**src/rtl/cpu_pkg.sv**
```systemverilog
// Shared CPU definitions: instruction field geometry, reset PC and fetch state encoding.
package cpu_pkg;

   localparam int OPCODE_W  = 4;
   localparam int FUNC_W    = 3;
   localparam int REG_IDX_W = 3;
   localparam int IMM_W     = 6;

   localparam int OPCODE_LSB = 12;
   localparam int RS_LSB     = 9;
   localparam int RT_LSB     = 6;
   localparam int RD_LSB     = 3;
   localparam int FUNC_LSB   = 0;
   localparam int IMM_LSB    = 0;

   localparam logic [15:0] RESET_PC_DEFAULT = 16'h0000;

   typedef enum logic [1:0] {
      FETCH_IDLE = 2'd0,
      FETCH_REQ  = 2'd1,
      FETCH_HOLD = 2'd2
   } fetch_state_e;

endpackage

```
**src/rtl/instr_fetch_unit_instr_reg.sv**
```systemverilog
// Instruction register with load enable; decoded fields are plain slices of the held word.
module instr_reg
   import cpu_pkg::*;
#(
   parameter int INSTR_W = 16
) (
   input  logic                 clk,
   input  logic                 rst_n,
   input  logic                 load_i,
   input  logic [INSTR_W-1:0]   data_i,
   output logic [OPCODE_W-1:0]  opcode_o,
   output logic [FUNC_W-1:0]    func_o,
   output logic [REG_IDX_W-1:0] rs_o,
   output logic [REG_IDX_W-1:0] rt_o,
   output logic [REG_IDX_W-1:0] rd_o,
   output logic [IMM_W-1:0]     imm_o
);

   logic [INSTR_W-1:0] ir_q;

   // NOTE: the IR is reset so the decoded fields never show X before the first fetch.
   always_ff @(posedge clk) begin
      if (!rst_n) begin
         ir_q <= '0;
      end else if (load_i) begin
         ir_q <= data_i;
      end
   end

   assign opcode_o = ir_q[OPCODE_LSB +: OPCODE_W];
   assign rs_o     = ir_q[RS_LSB     +: REG_IDX_W];
   assign rt_o     = ir_q[RT_LSB     +: REG_IDX_W];
   assign rd_o     = ir_q[RD_LSB     +: REG_IDX_W];
   assign func_o   = ir_q[FUNC_LSB   +: FUNC_W];
   assign imm_o    = ir_q[IMM_LSB    +: IMM_W];

endmodule

```
**src/rtl/instr_fetch_unit.sv**
```systemverilog
// Fetch stage: owns the PC, runs the req/ack memory port, holds one instruction for decode
// and absorbs branch/jump redirects from execute.
module instr_fetch_unit
   import cpu_pkg::*;
#(
   parameter int                ADDR_W   = 16,
   parameter int                INSTR_W  = 16,
   parameter logic [ADDR_W-1:0] RESET_PC = ADDR_W'(RESET_PC_DEFAULT)
) (
   input  logic                 clk,
   input  logic                 rst_n,
   output logic                 imem_req,
   output logic [ADDR_W-1:0]    imem_addr,
   input  logic                 imem_ack,
   input  logic [INSTR_W-1:0]   imem_rdata,
   output logic                 instr_valid,
   input  logic                 instr_ready,
   output logic [OPCODE_W-1:0]  opCode,
   output logic [FUNC_W-1:0]    func,
   output logic [REG_IDX_W-1:0] rs,
   output logic [REG_IDX_W-1:0] rt,
   output logic [REG_IDX_W-1:0] rd,
   output logic [IMM_W-1:0]     imm,
   output logic [ADDR_W-1:0]    pc_out,
   input  logic                 redirect,
   input  logic [ADDR_W-1:0]    redirect_pc
);

   fetch_state_e      state_q;
   logic [ADDR_W-1:0] pc_q;
   logic [ADDR_W-1:0] pc_inc_d;
   logic [ADDR_W-1:0] pc_out_q;
   logic [ADDR_W-1:0] pend_pc_q;
   logic              pend_q;
   logic              req_q;
   logic              valid_q;
   logic              ir_load_d;

   assign pc_inc_d = pc_q + ADDR_W'(1);

   // Data is only kept when no redirect touched this request, now or earlier.
   assign ir_load_d = (state_q == FETCH_REQ) && imem_ack && !redirect && !pend_q;

   // NOTE: all state is updated with <= so every branch reads the pre-edge values.
   always_ff @(posedge clk) begin
      if (!rst_n) begin
         state_q   <= FETCH_IDLE;
         pc_q      <= RESET_PC;
         pc_out_q  <= '0;
         pend_pc_q <= '0;
         pend_q    <= 1'b0;
         req_q     <= 1'b0;
         valid_q   <= 1'b0;
      end else begin
         case (state_q)
            FETCH_IDLE: begin
               if (redirect) pc_q <= redirect_pc;
               state_q <= FETCH_REQ;
               req_q   <= 1'b1;
            end
            FETCH_REQ: begin
               if (imem_ack) begin
                  if (redirect || pend_q) begin
                     pc_q   <= redirect ? redirect_pc : pend_pc_q;
                     pend_q <= 1'b0;
                  end else begin
                     pc_out_q <= pc_q;
                     pc_q     <= pc_inc_d;
                     state_q  <= FETCH_HOLD;
                     req_q    <= 1'b0;
                     valid_q  <= 1'b1;
                  end
               end else if (redirect) begin
                  // Address stays stable mid-request; the target waits for the ack.
                  pend_q    <= 1'b1;
                  pend_pc_q <= redirect_pc;
               end
            end
            FETCH_HOLD: begin
               if (redirect || instr_ready) begin
                  if (redirect) pc_q <= redirect_pc;
                  valid_q <= 1'b0;
                  state_q <= FETCH_REQ;
                  req_q   <= 1'b1;
               end
            end
            default: begin
               state_q <= FETCH_IDLE;
               req_q   <= 1'b0;
               valid_q <= 1'b0;
            end
         endcase
      end
   end

   instr_reg #(
      .INSTR_W (INSTR_W)
   ) u_instr_reg (
      .clk      (clk),
      .rst_n    (rst_n),
      .load_i   (ir_load_d),
      .data_i   (imem_rdata),
      .opcode_o (opCode),
      .func_o   (func),
      .rs_o     (rs),
      .rt_o     (rt),
      .rd_o     (rd),
      .imm_o    (imm)
   );

   assign imem_req    = req_q;
   assign imem_addr   = pc_q;
   assign instr_valid = valid_q;
   assign pc_out      = pc_out_q;

endmodule

```
**config.mk**
```make
export PLATFORM = sky130hd
export DESIGN_NAME = instr_fetch_unit
export DESIGN_NICKNAME = d
export VERILOG_FILES = /design/src/rtl/cpu_pkg.sv /design/src/rtl/instr_fetch_unit_instr_reg.sv /design/src/rtl/instr_fetch_unit.sv
export SDC_FILE = /design/constraint.sdc
export NUM_CORES = 1
export LEC_CHECK = 0
export ABC_CLOCK_PERIOD_IN_PS = 3900
export CAP_MARGIN = 5
export CORE_ASPECT_RATIO = 1.4
export CORE_MARGIN = 4
export CORE_UTILIZATION = 50
export CTS_BUF_LIST = sky130_fd_sc_hd__clkbuf_4
export DETAILED_ROUTE_END_ITERATION = 6
export GPL_TIMING_DRIVEN = 0
export PLACE_DENSITY = 0.86
export SYNTH_ARGS = -nofsm -noshare
export SYNTH_HDL_FRONTEND = slang
export SYNTH_SLANG_ARGS = --single-unit
export TNS_END_PERCENT = 100
```
**constraint.sdc**
```tcl
create_clock -name clk -period 3.9 [get_ports clk]
set_clock_uncertainty 0.05 [all_clocks]
set_input_delay 0.585 -clock clk [delete_from_list [all_inputs] [get_ports clk]]
set_output_delay 0.585 -clock clk [all_outputs]
set_load 0.1 [all_outputs]
```
==> out/qor.yml, run 1 <==
critical_path:
  path_cells: "clkdlybuf4s50_1"
  r2r_start: "state_q[0]"
  start_kind: "flip-flop"
  reg2reg_slack_ps: 1730
  cp_slowest_stage_delay_ps: 1200
  timing.critical_path.buf_inv: 1
  cp_top_family: "buffers and inverters"
  crit_slowest_cell: "clkdlybuf4s50_1"
  worstPathRequired_ps: 3260
  crit_arrival_ps: 2120
  ff2ff_path_depth: 6
  cp_max_fo: 9
  r2r_end: "imem_addr[5]"
  critPathKind: "reg2out"
  crit_path_end_kind: "output pin"
sta:
  hold_viol: 0
  maxClockFrequency_ghz: 0.363
  timing.hold.ws_ps: 410
  finalCritPeriodShare: 0.707
  worst_pin_slew_ps: 1010
  maxSlewViolCount: 0
  fin_crit_ps: 2760
  rsz0062_at_grt: "false"
  finalSetupTns_ps: 0
  setup_viol: 0
  relSlewSlack: 0.324
logic_synthesis:
  ys_warn_count: 0
  synth-simple-area-share: 0.279
  synthDistinctLibCells: 50
  synth_compound_area_frac: 0.206
  syn_avg_cell_area_um2: 7.51
  synth_edf_count: 0
  synth_ff_type: "dfxtp_1"
  synth_fa_ha_area_frac: 0.00403
  synthMuxAreaShare: 0.00645
  syn_area_um2: 3100
  synth-xor-area-share: 0
  ys_seq_area_frac: 0.439
  synth_async_sr_flop_share: 0
  synthCells: 413
  synth_top_family_by_area: "simple AND/OR/NAND/NOR gates"
  synthesis.nets: 451
  ys_ff_latch: 68
grt:
  antenna_found_initial: 0
  grt_first_pass_wirelength_mm: 14.7
  first_global_vias: 3211
  grt.total_usage: 0.250
  grt_overflow: 0
  grt_max_degree: 12
route:
  via_per_inst: 5.61
  wl_per_cell_um: 15.5
  dr.pass1.iters: 5
  ant_nets: 0
  drtIter0Drc: 226
  totalWireLength_mm: 9.15
  vias: 3314
  drc_errors: 0
placed_design:
  place.gp.congestion: 0.929
  dp_hpwl_mm: 6.97
  numPortBuffers: 92
job:
  cap_violations: 0
floorplan:
  initial_core_util: 0.522
  die_w_um: 74.6
  chipHeight_um: 101
  io_pins: 93
  core_area_um2: 5950
  fp-row-count: 33
  die-area_um2: 7550
power_and_ir_drop:
  worst_ir_drop_vdd_v: 0.000251
  p_per_area_nw_per_um2: 366
  power.leakage_uw: 0.00147
clock_network:
  clockBufferDepth: 2
  cts_setup_buffers: 0
  cts_hold_buf: 0
  cts_tree: "yes"
  clk_pin_slew_ps: 100
  clock-sinks: 68
  cts.repair.resized: 0
  htree_levels: 3
  root_buffer: "clkbuf_4"
  cts_buffers: 9
  clk_latency_ps: 410
finish:
  syn_to_final_growth_pct: 35.9
  layout-drive-gt1-share: 0.0557
  fin_nets: 554
  num_antenna_cells: 0
hold_path:
  holdCritStartpoint: "pc_out[13]"
  worstHoldPathType: "reg2reg"
  worstHoldEndpoint: "pc_out[13]"
  min_path_cells: 2
outcome:
  outcome: "finished, final reports clean"
==> sequential cells by signal, summed over array words and instances (netlist names) <==
name and count:
pc_out 16, pend_pc_q 16, imem_addr 16, instr_valid 1, u_instr_reg.ir_q 16, pend_q 1
state_q 2
==> kinds of logic (layout without fill, tap and decap cells) <==
family / count (synthesis) / after routing
compound gates: 107 / 107
fa+ha+maj: 1 / 1
buf+inv: 47 / 155
flops: 68 / 68
mux: 2 / 2
simple gates: 188 / 188
==> cell usage in the layout, fill, tap and decap left out, drive strengths merged, types with 2 or more instances in the layout <==
cell type,instances
nand2,117
clkdlybuf4s50,92
dfxtp,68
a21oi,58
clkbuf,35
nor2,16
nand3,14
buf,13
o21ai,11
and3,9
inv,9
a31oi,7
nand4,6
a221oi,6
clkinv,6
nand3b,4
o21a,4
nor3,3
a21o,3
a31o,3
nor4,3
a21boi,3
or2,2
and4,2
o22ai,2
mux2i,2
o211ai,2
or4,2
a211oi,2
nor3b,2
o311ai,2
==> cells in the mapped netlist, drive strengths merged, types with 2 or more instances <==
library cell / instances / area, um^2
nor3b: 2 / 20.0
nor3: 3 / 15.0
a221oi: 6 / 52.6
clkbuf: 25 / 93.8
a31o: 3 / 26.3
and3: 9 / 56.3
a21boi: 3 / 22.5
inv: 9 / 33.8
mux2i: 2 / 20.0
and4: 2 / 17.5
a21oi: 58 / 290
a21o: 3 / 22.5
a31oi: 7 / 43.8
o22ai: 2 / 12.5
nand3: 14 / 70.1
o21ai: 11 / 55.1
nand4: 6 / 37.5
a211oi: 2 / 15.0
nor4: 3 / 25.0
or2: 2 / 12.5
dfxtp: 68 / 1360
o211ai: 2 / 15.0
nand2: 117 / 439
nor2: 16 / 60.1
nand3b: 4 / 30.0
or4: 2 / 15.0
o311ai: 2 / 17.5
buf: 13 / 76.3
o21a: 4 / 30.0
==> metrics by stage <==
step / util / std cells / instance area, um^2 / setup WS (ps) / power [uW]
CTS: 0.709 / 591 / 4220 / 1130 / 1550
global route: 0.709 / 591 / 4220 / 1050 / 1620
detailed placement: 0.691 / 575 / 4110 / 1130 / 1180
global placement: 0.691 / 575 / 4110 / 1170 / 1170
finish: 0.709 / 591 / 4220 / 1140 / 1540
floorplan: - / 413 / 3100 / 1390 / 1050
==> metal layers <==
metal  track usage  wire length [um]
met2         0.425              4570
met4         0.110               291
met1         0.293              3580
met3        0.0636               708
met5             0                 0
==> power breakdown <==
group          total, uW  internal (uW)  switching, uW
clock                375            132            243
combinational        413            121            292
sequential           754            723           31.2
==> area by class of cell <==
class	count	area, um^2
inverters	9	33.8
clock buffers	10	75.1
clock inverters	6	31.3
multi-input cells	298	1540
plain buffers	38	170
well taps	70	87.6
repair buffers	92	921
flip-flops and latches	68	1360
fillers	514	1730
==> worst max-delay path by stage <==
stage,end,start,depth (start not counted),slack (ps)
floorplan,imem_addr[14],state_q[0],6,1390
global placement,pend_pc_q[11],redirect,7,1170
detailed placement,imem_addr[5],redirect,7,1130
CTS,imem_addr[0],imem_addr[0],1,1130
global route,imem_addr[0],imem_addr[0],1,1050
finish,imem_addr[0],imem_addr[0],1,1140
No activity file was read; power rests on OpenSTA's default activity.
==> run 2, diff against run 1 <==
Settings changed: ABC_CLOCK_PERIOD_IN_PS 3900 to 2600, CORE_UTILIZATION 50 to 49, PLACE_DENSITY 0.86 to 0.85.
Clock period 3.9 ns to 2.6 ns, I/O delays scaled along.
==> out/qor.yml, run 2 (synthesis gave the netlist of run 1 again) <==
floorplan:
  chipHeight_um: 102
  die_w_um: 75.3
  initial_core_util: 0.503
  io_pins: 93
  core_area_um2: 6170
  die-area_um2: 7690
  fp-row-count: 34
grt:
  grt_max_degree: 12
  first_global_vias: 3163
  antenna_found_initial: 0
  grt.total_usage: 0.247
  grt_overflow: 0
  grt_first_pass_wirelength_mm: 14.5
finish:
  layout_commonest_cell: "nand2_1"
  syn_to_final_growth_pct: 36.3
  final_util: 0.686
  fin_cells: 593
  fin_nets: 554
  layout-drive-gt1-share: 0.0576
  num_antenna_cells: 0
  final_cell_mix: "nand2_1, clkdlybuf4s50_1, dfxtp_1"
clock_network:
  clock-sinks: 68
  clockBufferDepth: 2
  cts_buffers: 9
  htree_levels: 3
  clk_latency_ps: 420
  clk_pin_slew_ps: 110
  cts_hold_buf: 0
  cts_setup_buffers: 0
  root_buffer: "clkbuf_4"
  cts_tree: "yes"
route:
  via_per_inst: 5.55
  dr.pass1.iters: 5
  vias: 3293
  wl_per_cell_um: 15.5
  drc_errors: 0
  totalWireLength_mm: 9.19
  ant_nets: 0
  drtIter0Drc: 212
placed_design:
  place.gp.congestion: 0.880
  numPortBuffers: 92
  dp_cells: 577
  dp_hpwl_mm: 6.91
critical_path:
  critPathKind: "reg2out"
  ff2ff_path_depth: 6
  startpoint: "imem_addr[10]"
  path_cells: "clkdlybuf4s50_1"
  worstSetupEndpoint: "imem_addr[10]"
  cp_top_family: "buffers and inverters"
  start_kind: "flip-flop"
  r2r_start: "state_q[0]"
  cp_slowest_stage_delay_ps: 1200
  crit_path_end_kind: "output pin"
  reg2reg_slack_ps: 420
  path_depth: 1
  cp_max_fo: 7
  timing.critical_path.buf_inv: 1
  r2r_end: "imem_addr[5]"
  crit_slowest_cell: "clkdlybuf4s50_1"
  crit_arrival_ps: 2110
  worstPathRequired_ps: 2160
sta:
  maxSlewViolCount: 0
  rsz0062_at_grt: "false"
  fin_crit_ps: 2550
  worst_pin_slew_ps: 1010
  setup_viol: 0
  timing.hold.ws_ps: 409
  relSlewSlack: 0.328
  finalSetupTns_ps: 0
  finalCritPeriodShare: 0.981
  hold_viol: 0
  maxClockFrequency_ghz: 0.392
job:
  cap_violations: 0
power_and_ir_drop:
  worst_ir_drop_vdd_v: 0.000413
  p_per_area_nw_per_um2: 551
  power.leakage_uw: 0.00154
outcome:
  outcome: "finished, final reports clean"
hold_path:
  worstHoldPathType: "reg2reg"
## run 2: changes by cell type in the layout (fill, tap and decap cells not counted)
cell	previous run	this run
clkdlybuf4s50_1	92	87
clkinv_1	2	1
clkinv_2	3	4
clkinv_4	1	0
clkinvlp_4	0	1
dlygate4sd2_1	0	1
dlymetal6s2s_1	0	4
## run 2: worst min path at each step
stage | from | endpoint | slack [ps] | depth (start not counted)
5_1_grt | pc_out[13] | pc_out[13] | 430 | 2
3_3_place_gp | pend_pc_q[1] | pend_pc_q[1] | 390 | 2
3_5_place_dp | pend_pc_q[8] | pend_pc_q[8] | 400 | 2
6_report | pc_out[13] | pc_out[13] | 410 | 2
4_1_cts | pc_out[13] | pc_out[13] | 410 | 2
2_1_floorplan | pend_pc_q[10] | pend_pc_q[10] | 380 | 2
## run 2: repair_timing
action | in CTS | in global routing
resized for setup | 1 | 4
pin swaps | 0 | 0
cloned | 0 | 0
endpoints found under the hold margin | 0 | 0
setup endpoints to repair | 1 | 4
## run 2: metal layers
metal | global-route usage | up-vias | share of wire
met5 | 0 | - | 0
met1 | 0.284 | 1499 | 0.39
met4 | 0.133 | 0 | 0.019
met2 | 0.420 | 140 | 0.51
li1 | - | 1636 | -
met3 | 0.0512 | 18 | 0.082
## run 2: area by class of cell
type	count	area, um^2
Buffer	38	170
Clock buffer	10	75.1
Clock inverter	6	31.3
Fill cell	547	1940
Inverter	9	33.8
Multi-Input combinational cell	298	1540
Sequential cell	68	1360
Tap cell	72	90.1
Timing Repair Buffer	92	930
## run 2: power by group
group          internal (uW)  switching, uW
clock network            197            382
registers               1080           47.4
logic                    180            437
## run 2: stage by stage
| stage | setup slack (ps) | total power (uW) | cell area (um^2) |
|---|---|---|---|
| finish | 49.6 | 2330 | 4230 |
| global route | 7.09 | 2430 | 4230 |
| CTS | 11.9 | 2340 | 4220 |
| detailed placement | -30.6 | 1770 | 4110 |
| global placement | 65.1 | 1760 | 4110 |
| floorplan | 90.9 | 1580 | 3100 |
==> run 3, diff against run 2 <==
Settings changed: ABC_CLOCK_PERIOD_IN_PS 2600 to 2200, CORE_MARGIN 4 to default, CORE_UTILIZATION 49 to 44, PLACE_DENSITY 0.85 to 0.81.
Clock period 2.6 ns to 2.2 ns, I/O delays scaled along.
==> out/qor.yml, run 3 (synthesis gave the netlist of run 1 again) <==
outcome:
  outcome: "finished, final reports clean"
power_and_ir_drop:
  worst_ir_drop_vdd_v: 0.000429
  power.leakage_uw: 0.00172
  p_per_area_nw_per_um2: 667
route:
  dr.pass1.iters: 5
  drc_errors: 0
  ant_nets: 0
  wl_per_cell_um: 14.9
  vias: 3291
  drtIter0Drc: 164
  via_per_inst: 5.39
  totalWireLength_mm: 9.11
placed_design:
  dp_hpwl_mm: 6.80
  dp_cells: 597
  pre_cts_slack_ps: -394
  placed_area_um2: 4150
  place.gp.congestion: 0.940
  numPortBuffers: 92
grt:
  antenna_found_initial: 0
  grt_max_degree: 11
  grt_first_pass_wirelength_mm: 14.6
  first_global_vias: 3092
  grt.total_usage: 0.261
  grt_overflow: 0
sta:
  fin_crit_ps: 2160
  worst_pin_slew_ps: 982
  finalCritPeriodShare: 0.981
  hold_viol: 0
  relSlewSlack: 0.348
  setup_ws_ps: 42.5
  setup_viol: 0
  rsz0062_at_grt: "true"
  maxClockFrequency_ghz: 0.464
  maxSlewViolCount: 0
  timing.hold.ws_ps: 402
clock_network:
  htree_levels: 3
  cts_tree: "yes"
  cts_buffers: 9
  clockBufferDepth: 2
  clk_pin_slew_ps: 110
  root_buffer: "clkbuf_4"
  clock-sinks: 68
  clk_latency_ps: 420
floorplan:
  io_pins: 93
  chipHeight_um: 101
  die-area_um2: 7400
  initial_core_util: 0.463
  fp-row-count: 35
  core_area_um2: 6700
  die_w_um: 73.0
finish:
  layout-drive-gt1-share: 0.0713
  fin_area_um2: 4220
  layout_commonest_cell: "nand2_1"
  num_antenna_cells: 0
  fin_nets: 554
  final_util: 0.630
  final_cell_mix: "nand2_1, dfxtp_1, a21oi_1"
  fin_cells: 611
  syn_to_final_growth_pct: 35.9
critical_path:
  start_kind: "flip-flop"
  critPathKind: "reg2out"
  crit_slowest_cell: "clkdlybuf4s15_1"
  cp_slowest_stage_delay_ps: 870
  cp_max_fo: 7
  worstPathRequired_ps: 1820
  crit_arrival_ps: 1780
  crit_path_end_kind: "output pin"
  path_cells: "clkdlybuf4s15_1"
  cp_top_family: "buffers and inverters"
  timing.critical_path.buf_inv: 1
hold_path:
  worstHoldPathType: "in2reg"
job:
  cap_violations: 0
run 3: worst paths after layout:
check / cells after the start / startpoint / slack (ps) / to
max: 1 / imem_addr[10] / 40 / imem_addr[10]
min: 3 / imem_rdata[9] / 400 / u_instr_reg.ir_q[9]
max reg2reg: 5 / pend_q / 130 / imem_addr[7]
min reg2reg: 2 / u_instr_reg.ir_q[11] / 400 / u_instr_reg.ir_q[11]
run 3: stage by stage:
step | total power [uW] | TNS, ps
2_1_floorplan | 1870 | 0
3_3_place_gp | 2090 | -5350
3_5_place_dp | 2100 | -7260
4_1_cts | 2810 | 0
5_1_grt | 2910 | -43.4
6_report | 2810 | 0
run 3: power breakdown:
group          internal (uW)  total, uW  switching [uW]
logic                    188        707             519
registers               1280       1340            55.5
clock network            338        764             426
run 3: routing by layer:
layer	part of all wire	vias up	GRT usage
li1	-	1636	-
met1	0.40	1510	0.296
met2	0.51	126	0.454
met3	0.059	19	0.0468
met4	0.025	0	0.152
met5	0	-	0
run 3: what timing repair did:
action / CTS / global route
hold buffers: 0 / 0
cloned: 0 / 0
resized for setup: 56 / 9
setup endpoints to repair: 56 / 20
setup buffers: 0 / 0
run 3: layout make-up:
cell class	instances	area (um^2)
fillers	645	2480
multi-input cells	298	1550
flip-flops and latches	68	1370
repair buffers	92	855
plain buffers	38	173
well taps	92	115
clock buffers	10	75.1
clock inverters	4	42.5
inverters	9	33.8
